**src/rtl/ps2_host_tx_if.sv**
```systemverilog
// ps2_host_tx_if: byte handshake, status and PS/2 line bundle.
// master = byte source + line model, slave = ps2_host_tx.
interface ps2_host_tx_if;
  logic       ps2_clk_in;
  logic       ps2_data_in;
  logic       ps2_clk_oe;
  logic       ps2_data_oe;
  logic [7:0] tx_data;
  logic       tx_valid;
  logic       tx_ready;
  logic       busy;
  logic       done;
  logic [1:0] status;

  modport master (
    output ps2_clk_in,
    output ps2_data_in,
    output tx_data,
    output tx_valid,
    input  ps2_clk_oe,
    input  ps2_data_oe,
    input  tx_ready,
    input  busy,
    input  done,
    input  status
  );

  modport slave (
    input  ps2_clk_in,
    input  ps2_data_in,
    input  tx_data,
    input  tx_valid,
    output ps2_clk_oe,
    output ps2_data_oe,
    output tx_ready,
    output busy,
    output done,
    output status
  );
endinterface

```
**src/rtl/ps2_host_tx.sv**
```systemverilog
// ps2_host_tx: host-to-device PS/2 command byte transmitter.
// Ports: clk, reset (async, high), bus (ps2_host_tx_if.slave):
//   ps2_clk_in/ps2_data_in raw lines, ps2_clk_oe/ps2_data_oe
//   pull-low enables, tx_data/tx_valid/tx_ready byte handshake,
//   busy, done pulse, status (00 ack, 01 timeout, 10 no ack).
module ps2_host_tx #(
  parameter int CLK_FREQ_HZ    = 25_000_000,
  parameter int INHIBIT_CYCLES = 2500,
  parameter int TIMEOUT_CYCLES = 375_000
) (
  input logic         clk,
  input logic         reset,
  ps2_host_tx_if.slave bus
);

  // A zero inhibit length falls back to 100 us of clk.
  localparam int INH =
    (INHIBIT_CYCLES > 0) ? INHIBIT_CYCLES
                         : (CLK_FREQ_HZ / 10_000);
  localparam int IW = $clog2(INH + 1);
  localparam int WW = $clog2(TIMEOUT_CYCLES + 1);
  localparam logic [IW-1:0] INH_LAST = IW'(INH - 1);
  localparam logic [WW-1:0] WD_LAST  =
    WW'(TIMEOUT_CYCLES - 1);

  typedef enum logic [2:0] {
    S_IDLE,
    S_INHIBIT,
    S_REQUEST,
    S_SEND,
    S_ACK,
    S_WAIT
  } state_t;

  state_t        r_state;
  logic [2:0]    r_clk_sync;
  logic [2:0]    r_dat_sync;
  logic [7:0]    r_byte;
  logic [3:0]    r_bit_cnt;
  logic [IW-1:0] r_inh_cnt;
  logic [WW-1:0] r_wd_cnt;
  logic          r_nack;
  logic          r_clk_oe;
  logic          r_data_oe;
  logic          r_ready;
  logic          r_busy;
  logic          r_done;
  logic [1:0]    r_status;

  logic w_fall;
  logic w_din;
  logic w_lines_idle;
  logic w_parity;
  logic w_next_bit;
  logic w_counting;
  logic w_wd_exp;

  assign w_fall = r_clk_sync[2] & ~r_clk_sync[1];
  assign w_din  = r_dat_sync[1];
  // Both lines must read high on two consecutive samples.
  assign w_lines_idle = (&r_clk_sync[2:1])
                      & (&r_dat_sync[2:1]);
  assign w_parity = ~^r_byte;
  assign w_next_bit = (r_bit_cnt == 4'd8)
                    ? w_parity
                    : r_byte[r_bit_cnt[2:0]];
  assign w_counting = (r_state == S_SEND)
                    | (r_state == S_ACK)
                    | (r_state == S_WAIT);
  assign w_wd_exp = (r_wd_cnt == WD_LAST);

  always_ff @(posedge clk or posedge reset) begin
    if (reset) begin
      r_state    <= S_IDLE;
      r_clk_sync <= 3'b111;
      r_dat_sync <= 3'b111;
      r_byte     <= '0;
      r_bit_cnt  <= '0;
      r_inh_cnt  <= '0;
      r_wd_cnt   <= '0;
      r_nack     <= 1'b0;
      r_clk_oe   <= 1'b0;
      r_data_oe  <= 1'b0;
      r_ready    <= 1'b1;
      r_busy     <= 1'b0;
      r_done     <= 1'b0;
      r_status   <= 2'b00;
    end else begin
      r_clk_sync <= {r_clk_sync[1:0], bus.ps2_clk_in};
      r_dat_sync <= {r_dat_sync[1:0], bus.ps2_data_in};
      r_done     <= 1'b0;
      // Watchdog wins over any edge seen in the same cycle.
      if (w_counting && w_wd_exp) begin
        r_clk_oe  <= 1'b0;
        r_data_oe <= 1'b0;
        r_done    <= 1'b1;
        r_status  <= 2'b01;
        r_wd_cnt  <= '0;
        r_state   <= S_IDLE;
      end else begin
        unique case (r_state)
          S_IDLE: begin
            // busy/ready settle one cycle after done.
            r_busy    <= 1'b0;
            r_ready   <= 1'b1;
            r_clk_oe  <= 1'b0;
            r_data_oe <= 1'b0;
            if (bus.tx_valid && r_ready) begin
              r_byte    <= bus.tx_data;
              r_busy    <= 1'b1;
              r_ready   <= 1'b0;
              r_clk_oe  <= 1'b1;
              r_inh_cnt <= '0;
              r_state   <= S_INHIBIT;
            end
          end
          S_INHIBIT: begin
            if (r_inh_cnt == INH_LAST) begin
              r_data_oe <= 1'b1;
              r_wd_cnt  <= '0;
              r_state   <= S_REQUEST;
            end else begin
              r_inh_cnt <= r_inh_cnt + 1'b1;
            end
          end
          S_REQUEST: begin
            r_clk_oe  <= 1'b0;
            r_bit_cnt <= '0;
            r_state   <= S_SEND;
          end
          S_SEND: begin
            if (w_fall) begin
              r_wd_cnt  <= '0;
              r_bit_cnt <= r_bit_cnt + 1'b1;
              if (r_bit_cnt == 4'd9) begin
                r_data_oe <= 1'b0;
                r_state   <= S_ACK;
              end else begin
                r_data_oe <= ~w_next_bit;
              end
            end else begin
              r_wd_cnt <= r_wd_cnt + 1'b1;
            end
          end
          S_ACK: begin
            if (w_fall) begin
              r_wd_cnt <= '0;
              r_nack   <= w_din;
              r_state  <= S_WAIT;
            end else begin
              r_wd_cnt <= r_wd_cnt + 1'b1;
            end
          end
          S_WAIT: begin
            if (w_lines_idle) begin
              r_done   <= 1'b1;
              r_status <= {r_nack, 1'b0};
              r_state  <= S_IDLE;
            end else if (w_fall) begin
              r_wd_cnt <= '0;
            end else begin
              r_wd_cnt <= r_wd_cnt + 1'b1;
            end
          end
          default: r_state <= S_IDLE;
        endcase
      end
    end
  end

  assign bus.ps2_clk_oe  = r_clk_oe;
  assign bus.ps2_data_oe = r_data_oe;
  assign bus.tx_ready    = r_ready;
  assign bus.busy        = r_busy;
  assign bus.done        = r_done;
  assign bus.status      = r_status;

endmodule

```
**src/flat_wrapper.sv**
```systemverilog
// flat-port wrapper written by rule: the top's interface ports become plain ports
module ps2_host_tx_flat 
#(
  parameter int CLK_FREQ_HZ    = 25_000_000,
  parameter int INHIBIT_CYCLES = 2500,
  parameter int TIMEOUT_CYCLES = 375_000
)
  (clk, reset, bus_ps2_clk_in, bus_ps2_data_in, bus_tx_data, bus_tx_valid, bus_ps2_clk_oe, bus_ps2_data_oe, bus_tx_ready, bus_busy, bus_done, bus_status);
  ps2_host_tx_if bus_i ();
  input logic clk;
  input logic reset;
  input wire logic [$bits(bus_i.ps2_clk_in)-1:0] bus_ps2_clk_in;
  input wire logic [$bits(bus_i.ps2_data_in)-1:0] bus_ps2_data_in;
  input wire logic [$bits(bus_i.tx_data)-1:0] bus_tx_data;
  input wire logic [$bits(bus_i.tx_valid)-1:0] bus_tx_valid;
  output wire logic [$bits(bus_i.ps2_clk_oe)-1:0] bus_ps2_clk_oe;
  output wire logic [$bits(bus_i.ps2_data_oe)-1:0] bus_ps2_data_oe;
  output wire logic [$bits(bus_i.tx_ready)-1:0] bus_tx_ready;
  output wire logic [$bits(bus_i.busy)-1:0] bus_busy;
  output wire logic [$bits(bus_i.done)-1:0] bus_done;
  output wire logic [$bits(bus_i.status)-1:0] bus_status;
  assign bus_i.ps2_clk_in = bus_ps2_clk_in;
  assign bus_i.ps2_data_in = bus_ps2_data_in;
  assign bus_i.tx_data = bus_tx_data;
  assign bus_i.tx_valid = bus_tx_valid;
  assign bus_ps2_clk_oe = bus_i.ps2_clk_oe;
  assign bus_ps2_data_oe = bus_i.ps2_data_oe;
  assign bus_tx_ready = bus_i.tx_ready;
  assign bus_busy = bus_i.busy;
  assign bus_done = bus_i.done;
  assign bus_status = bus_i.status;
  ps2_host_tx #(.CLK_FREQ_HZ(CLK_FREQ_HZ), .INHIBIT_CYCLES(INHIBIT_CYCLES), .TIMEOUT_CYCLES(TIMEOUT_CYCLES)) u_core (.clk(clk), .reset(reset), .bus(bus_i));
endmodule
```
**config.mk**
```make
export PLATFORM = sky130hd
export DESIGN_NAME = ps2_host_tx_flat
export DESIGN_NICKNAME = d
export VERILOG_FILES = /design/src/rtl/ps2_host_tx_if.sv /design/src/rtl/ps2_host_tx.sv /design/src/flat_wrapper.sv
export SDC_FILE = /design/constraint.sdc
export NUM_CORES = 1
export LEC_CHECK = 0
export ABC_AREA = 0
export BUFFER_PORTS_ARGS = -buffer_cell sky130_fd_sc_hd__buf_4
export CORE_MARGIN = 2
export CORE_UTILIZATION = 45
export DETAILED_ROUTE_END_ITERATION = 7
export SLEW_MARGIN = 40
export SYNTH_ARGS = -nofsm -noshare
export SYNTH_HDL_FRONTEND = slang
export SYNTH_SLANG_ARGS = --single-unit
```
**constraint.sdc**
```tcl
create_clock -name clk -period 2.2 [get_ports clk]
set_input_delay 0.11 -clock clk [delete_from_list [all_inputs] [get_ports clk]]
set_output_delay 0.11 -clock clk [all_outputs]
set_load 0.05 [all_outputs]
```
# Word level (Yosys, flattened, before mapping)
# Cells that the tools add are included.
# word_totals
input_bits	13
word_cells	103
ff_bits	60
# op_classes
n_reduce_logical	23
n_eq_ne	19
n_bitwise	7
addsub	3
order_cmp	1
muxes	36
# op_table
cell	n
$mux 19	4
$pmux 19 s3	1
$mux 12	2
$pmux 12 s2	1
$mux 3	7
$add 19x1->19 const B	1
$eq 19x19->1 const B	1
$pmux 3 s6	1
$reduce_and 3->1	5
$add 12x1->12 const B	1
$eq 12x12->1 const B	1
$mux 1	12
$ne 3x2->1 const B	3
$eq 4x4->1 const B	2
$pmux 4 s2	1
$reduce_and 2->1	4
$reduce_bool 2->1	4
$reduce_bool 4->1	2
$reduce_xnor 8->1	1
$eq 3x2->1 const B	2
$eq 3x3->1 const B	2
$mux 2	3
$ne 3x1->1 const B	2
$ne 3x3->1 const B	2
18 further kinds	24

# Longest topological paths before layout
# logic_depth
ltp_word	8
depth_mapped	9
depth_no_buf	7

# Least setup slack after synthesis
# OpenSTA, ideal clock, no wires.
# synth_timing
path_type	flip-flop to flip-flop
start	register u_core.r_wd_cnt[3]
end	register u_core.r_wd_cnt[17]
t_arrival_ns	2.097
synth_period_minus_slack_ns	2.234
setup_time_ns	0.137
path_slack_ns	-0.034
required_time_ns	2.063
stages_incl_launch_ff	8
path_cell_list	dfrtp_1 -> or4b_4 -> a211oi_4 -> a21oi_4 -> buf_6 -> buf_2 -> o41ai_1 -> a21oi_1
# synth_between
elab_chain_cells	5
# synth_rtl
element	line_no	rtl
start, declared	ps2_host_tx.sv:41	logic [WW-1:0] r_wd_cnt;
start signal, assigned	ps2_host_tx.sv:142	r_wd_cnt <= r_wd_cnt + 1'b1;
start signal, assigned	ps2_host_tx.sv:151	r_wd_cnt <= r_wd_cnt + 1'b1;
start signal, assigned	ps2_host_tx.sv:162	r_wd_cnt <= r_wd_cnt + 1'b1;
$add 19x1->19	ps2_host_tx.sv:142, ps2_host_tx.sv:151, ps2_host_tx.sv:162	
$mux 19	ps2_host_tx.sv:132, ps2_host_tx.sv:146, ps2_host_tx.sv:159	
$mux 19	ps2_host_tx.sv:155	if (w_lines_idle) begin
$pmux 19 s3	ps2_host_tx.sv:101	unique case (r_state)
$mux 19	ps2_host_tx.sv:93	if (w_counting && w_wd_exp) begin
# Parallel ways exist; a longest one is shown, timed or not. The select of a mux whose other input is x is not followed.
# A chain may end at the register's enable or synchronous reset.

# Worst setup path in the final report
# layout_timing
start	register u_core.r_wd_cnt[3]
end	register u_core.r_wd_cnt[0]
# layout_between
elab_chain_cells	4
# layout_rtl
element	line_no	rtl
$eq 19x19->1 (*)	ps2_host_tx.sv:70	assign w_wd_exp = (r_wd_cnt == WD_LAST);
$logic_and 1x1->1 (*)	ps2_host_tx.sv:93	
$ne 3x3->1 (no source line), or another cell as far along	-	
$reduce_and 3->1 (no source line)	-	
# Every way passes the cells marked *; elsewhere a longest branch is shown, timed or not.

==> results.toml <==
[final_layout]
nFillCells = 584
antenna_cells = 0
finalInstanceArea_sq_um = 4020
nets = 380
drive_gt1_share_pct = 25.6
final_cells = 463
area_growth_pct = 26.5

[worst_setup_path]
cp_max_fo = 18
end_kind = "register"
r2r_setup_slack_ns = -0.0007
cp-startpoint = "u_core.r_wd_cnt[3]"
arrival_ns = 2.48
regToRegEndpoint = "u_core.r_wd_cnt[0]"
ff2ff_path_depth = 6
cp-start-kind = "register"
reg2reg_from = "u_core.r_wd_cnt[3]"
path_class = "register to register"
cp.required_ns = 2.48
endpoint = "u_core.r_wd_cnt[0]"

[clock_network]
cts_buffer_depth = 2
cts_made_buffers = 9
clock_sinks = 60
cts_tree = "built"
htreeDepth = 3
root_buffer = "clkbuf_8"
clkTransAtPathRegs_ns = 0.07
clock_latency_ns = 0.34

[synthesis]
syn-num-nets = 331
async_flop_share_pct = 100
synth_top_area_cell = "dfrtp_1"
synth_edf_count = 0
netlist_top_cells_area = "dfrtp_1, dfstp_2, a21oi_1, o31ai_1, or4_1"
synthMostInstantiatedCell = "dfrtp_1"
synth_cell_types = 46
yosysWarnings = 0
dominantRegCellSynth = "dfrtp_1"
syn_area_sq_um = 3180
ys_seq_elements = 60
ys_seq_area_share_pct = 47.6
synth_top_area_share_pct = 41.8
syn_area_per_cell_sq_um = 10.1
synth_common_cells = "dfrtp_1, a21oi_1, nand2_1, nand3_1, nor2_1"
netlist_instances = 313

[sta]
max_freq_ghz = 0.454
holdWs_ns = 0.282
fin_skew_ns = 0.00909
setup_viol = 1
max_slew.worst_pin.slew_ns = 0.571
final-max-slew-violation-count = 0
setup_slack_ns = -0.000690
period_share_pct = 100
fin_crit_ns = 2.20
finalHoldViolCount = 0
grt_setup_unrepaired = "yes"
tns_ns = -0.000690
slew_headroom_pct = 61.9

[global_routing]
grt_pass1_wl_mm = 11.7
grt_max_degree = 41
grt_usage_pct = 19.4
antenna_found_initial = 0
grt_overflow = 0
grt_pass1_vias = 2464

[pwr]
p_comb_share_pct = 27.9
internal_power_mw = 2.67
p_sw_mw = 1.13
power_frac_clock_pct = 32.7
p_leak_nw = 1.75
seq_power_share_pct = 39.4
swShare_pct = 29.8
vdd_ir_drop_max_mv = 0.647
power_density_nw_per_um2 = 947

[worst_hold_path]
min_path_type = "input port to register"
whs_path_depth = 5

[floorplanning]
io_pins = 20
die_y_um = 88.0
start_util_pct = 46.7
core_sq_um = 6790
die_x_um = 88.0
num_rows = 30
dieArea_sq_um = 7740

[place]
io_buffers = 19
placed_area_sq_um = 3570
gp_congestion = 0.764
dp_slack_ns = 0.0212
dp.cells = 432
hpwl_mm = 4.52

[drt]
routed_via_density = 5.51
via_count = 2551
drc_errors = 0
wl_per_cell_um = 15.0
dr.pass1.iters = 4
wirelength_mm = 6.96
drtAntennaViolNets = 0
drtIter0Drc = 129

[outcome]
violations = "setup timing"
status = "finished with violations"

[flow_run]
drv_cap = 0
==> critical path, stage by stage, from the launching register on <==
cell	delay, ns
dfrtp_1	0.39
or4b_4	0.56
a211oi_4	0.30
a21oi_4	0.17
buf_4	0.17
or4b_1	0.46
nand2_1	0.08
==> worst min-delay path by stage <==
stage	startpoint	to	slack, ns
after detailed placement	reset	u_core.r_inh_cnt[5]	0.22
after floorplan	bus_ps2_clk_in	u_core.r_clk_sync[0]	0.11
after CTS	bus_tx_valid	u_core.r_state[0]	0.27
after global placement	reset	u_core.r_inh_cnt[5]	0.21
after global routing	bus_tx_valid	u_core.r_state[0]	0.31
final	bus_tx_valid	u_core.r_state[0]	0.28
==> power by group through the flow <==
stage,clock [mW],sequential [mW],combinational [mW]
after global placement,0,1.51,1.01
after detailed placement,0,1.52,1.02
after global routing,1.33,1.53,1.17
final,1.24,1.50,1.06
after floorplan,0,1.58,0.693
after CTS,1.27,1.50,1.04
==> layout make-up <==
type / instances / area, sq um / area share [%]
clock buffer: 12 / 155 / 3.86
clock inverter: 4 / 95.1 / 2.37
inverter: 6 / 22.5 / 0.561
multi-input combinational: 229 / 1630 / 40.5
sequential: 60 / 1510 / 37.6
tap: 96 / 120 / 2.99
timing repair buffer: 56 / 485 / 12.1
==> routing by layer <==
metal	global-route usage, %	part of all wire, %	vias up
li1	-	-	1254
met1	25.3	47	1251
met5	0	0	-
met4	6.99	1.7	0
met2	30.8	48	36
met3	5.75	3.2	10
==> registers in the layout (all words and copies together) (netlist names), 2 cells and up <==
register	flops
u_core.r_bit_cnt	4
u_core.r_clk_sync	3
u_core.r_inh_cnt	12
u_core.r_state	3
u_core.r_byte	8
u_core.r_wd_cnt	19
u_core.r_dat_sync	3
u_core.bus.status	2
==> layout by cell type (no fill, tap or decap), types with 2 or more instances in the layout <==
cell type / n
a21oi_1: 21
a21oi_2: 5
a21oi_4: 2
and2_1: 4
and3_1: 12
and4_1: 3
buf_12: 3
buf_4: 42
bufinv_16: 3
clkbuf_8: 11
dfrtp_1: 53
dfstp_2: 7
dlygate4sd3_1: 11
ha_1: 5
inv_1: 5
mux2_2: 10
mux2i_1: 6
mux4_2: 2
nand2_1: 21
nand2b_1: 5
nand3_1: 18
nand3b_1: 2
nand4_1: 6
nor2_1: 17
nor2b_1: 4
nor3_1: 4
o21ai_0: 8
o21bai_1: 4
o22ai_1: 2
o31ai_1: 16
or4_1: 16
or4b_1: 2
xnor2_1: 8
xor2_1: 9
==> repair_timing <==
item,4_1_cts,5_1_grt
setup endpoints to repair,0,21
endpoints found under the hold margin,31,0
hold buffers,11,0
resized for setup,0,12
setup buffers,0,3
==> metrics by stage <==
stage | power, mW | utilization [%]
after floorplan | 2.27 | -
after global placement | 2.52 | 52.5
after detailed placement | 2.54 | 52.5
after CTS | 3.81 | 57.8
after global routing | 4.03 | 59.1
final | 3.80 | 59.1
==> kinds of logic (layout without fill, tap and decap cells) <==
kind of cell,Yosys count,in the layout,share of synthesized area (%)
compound gates,63,64,13.0
mux,18,18,6.86
simple gates,125,125,22.6
fa+ha+maj,5,5,1.97
flops,60,60,47.6
buf+inv,25,78,3.27
xor+xnor,17,17,4.69
No activity file was read; power rests on OpenSTA's default activity.
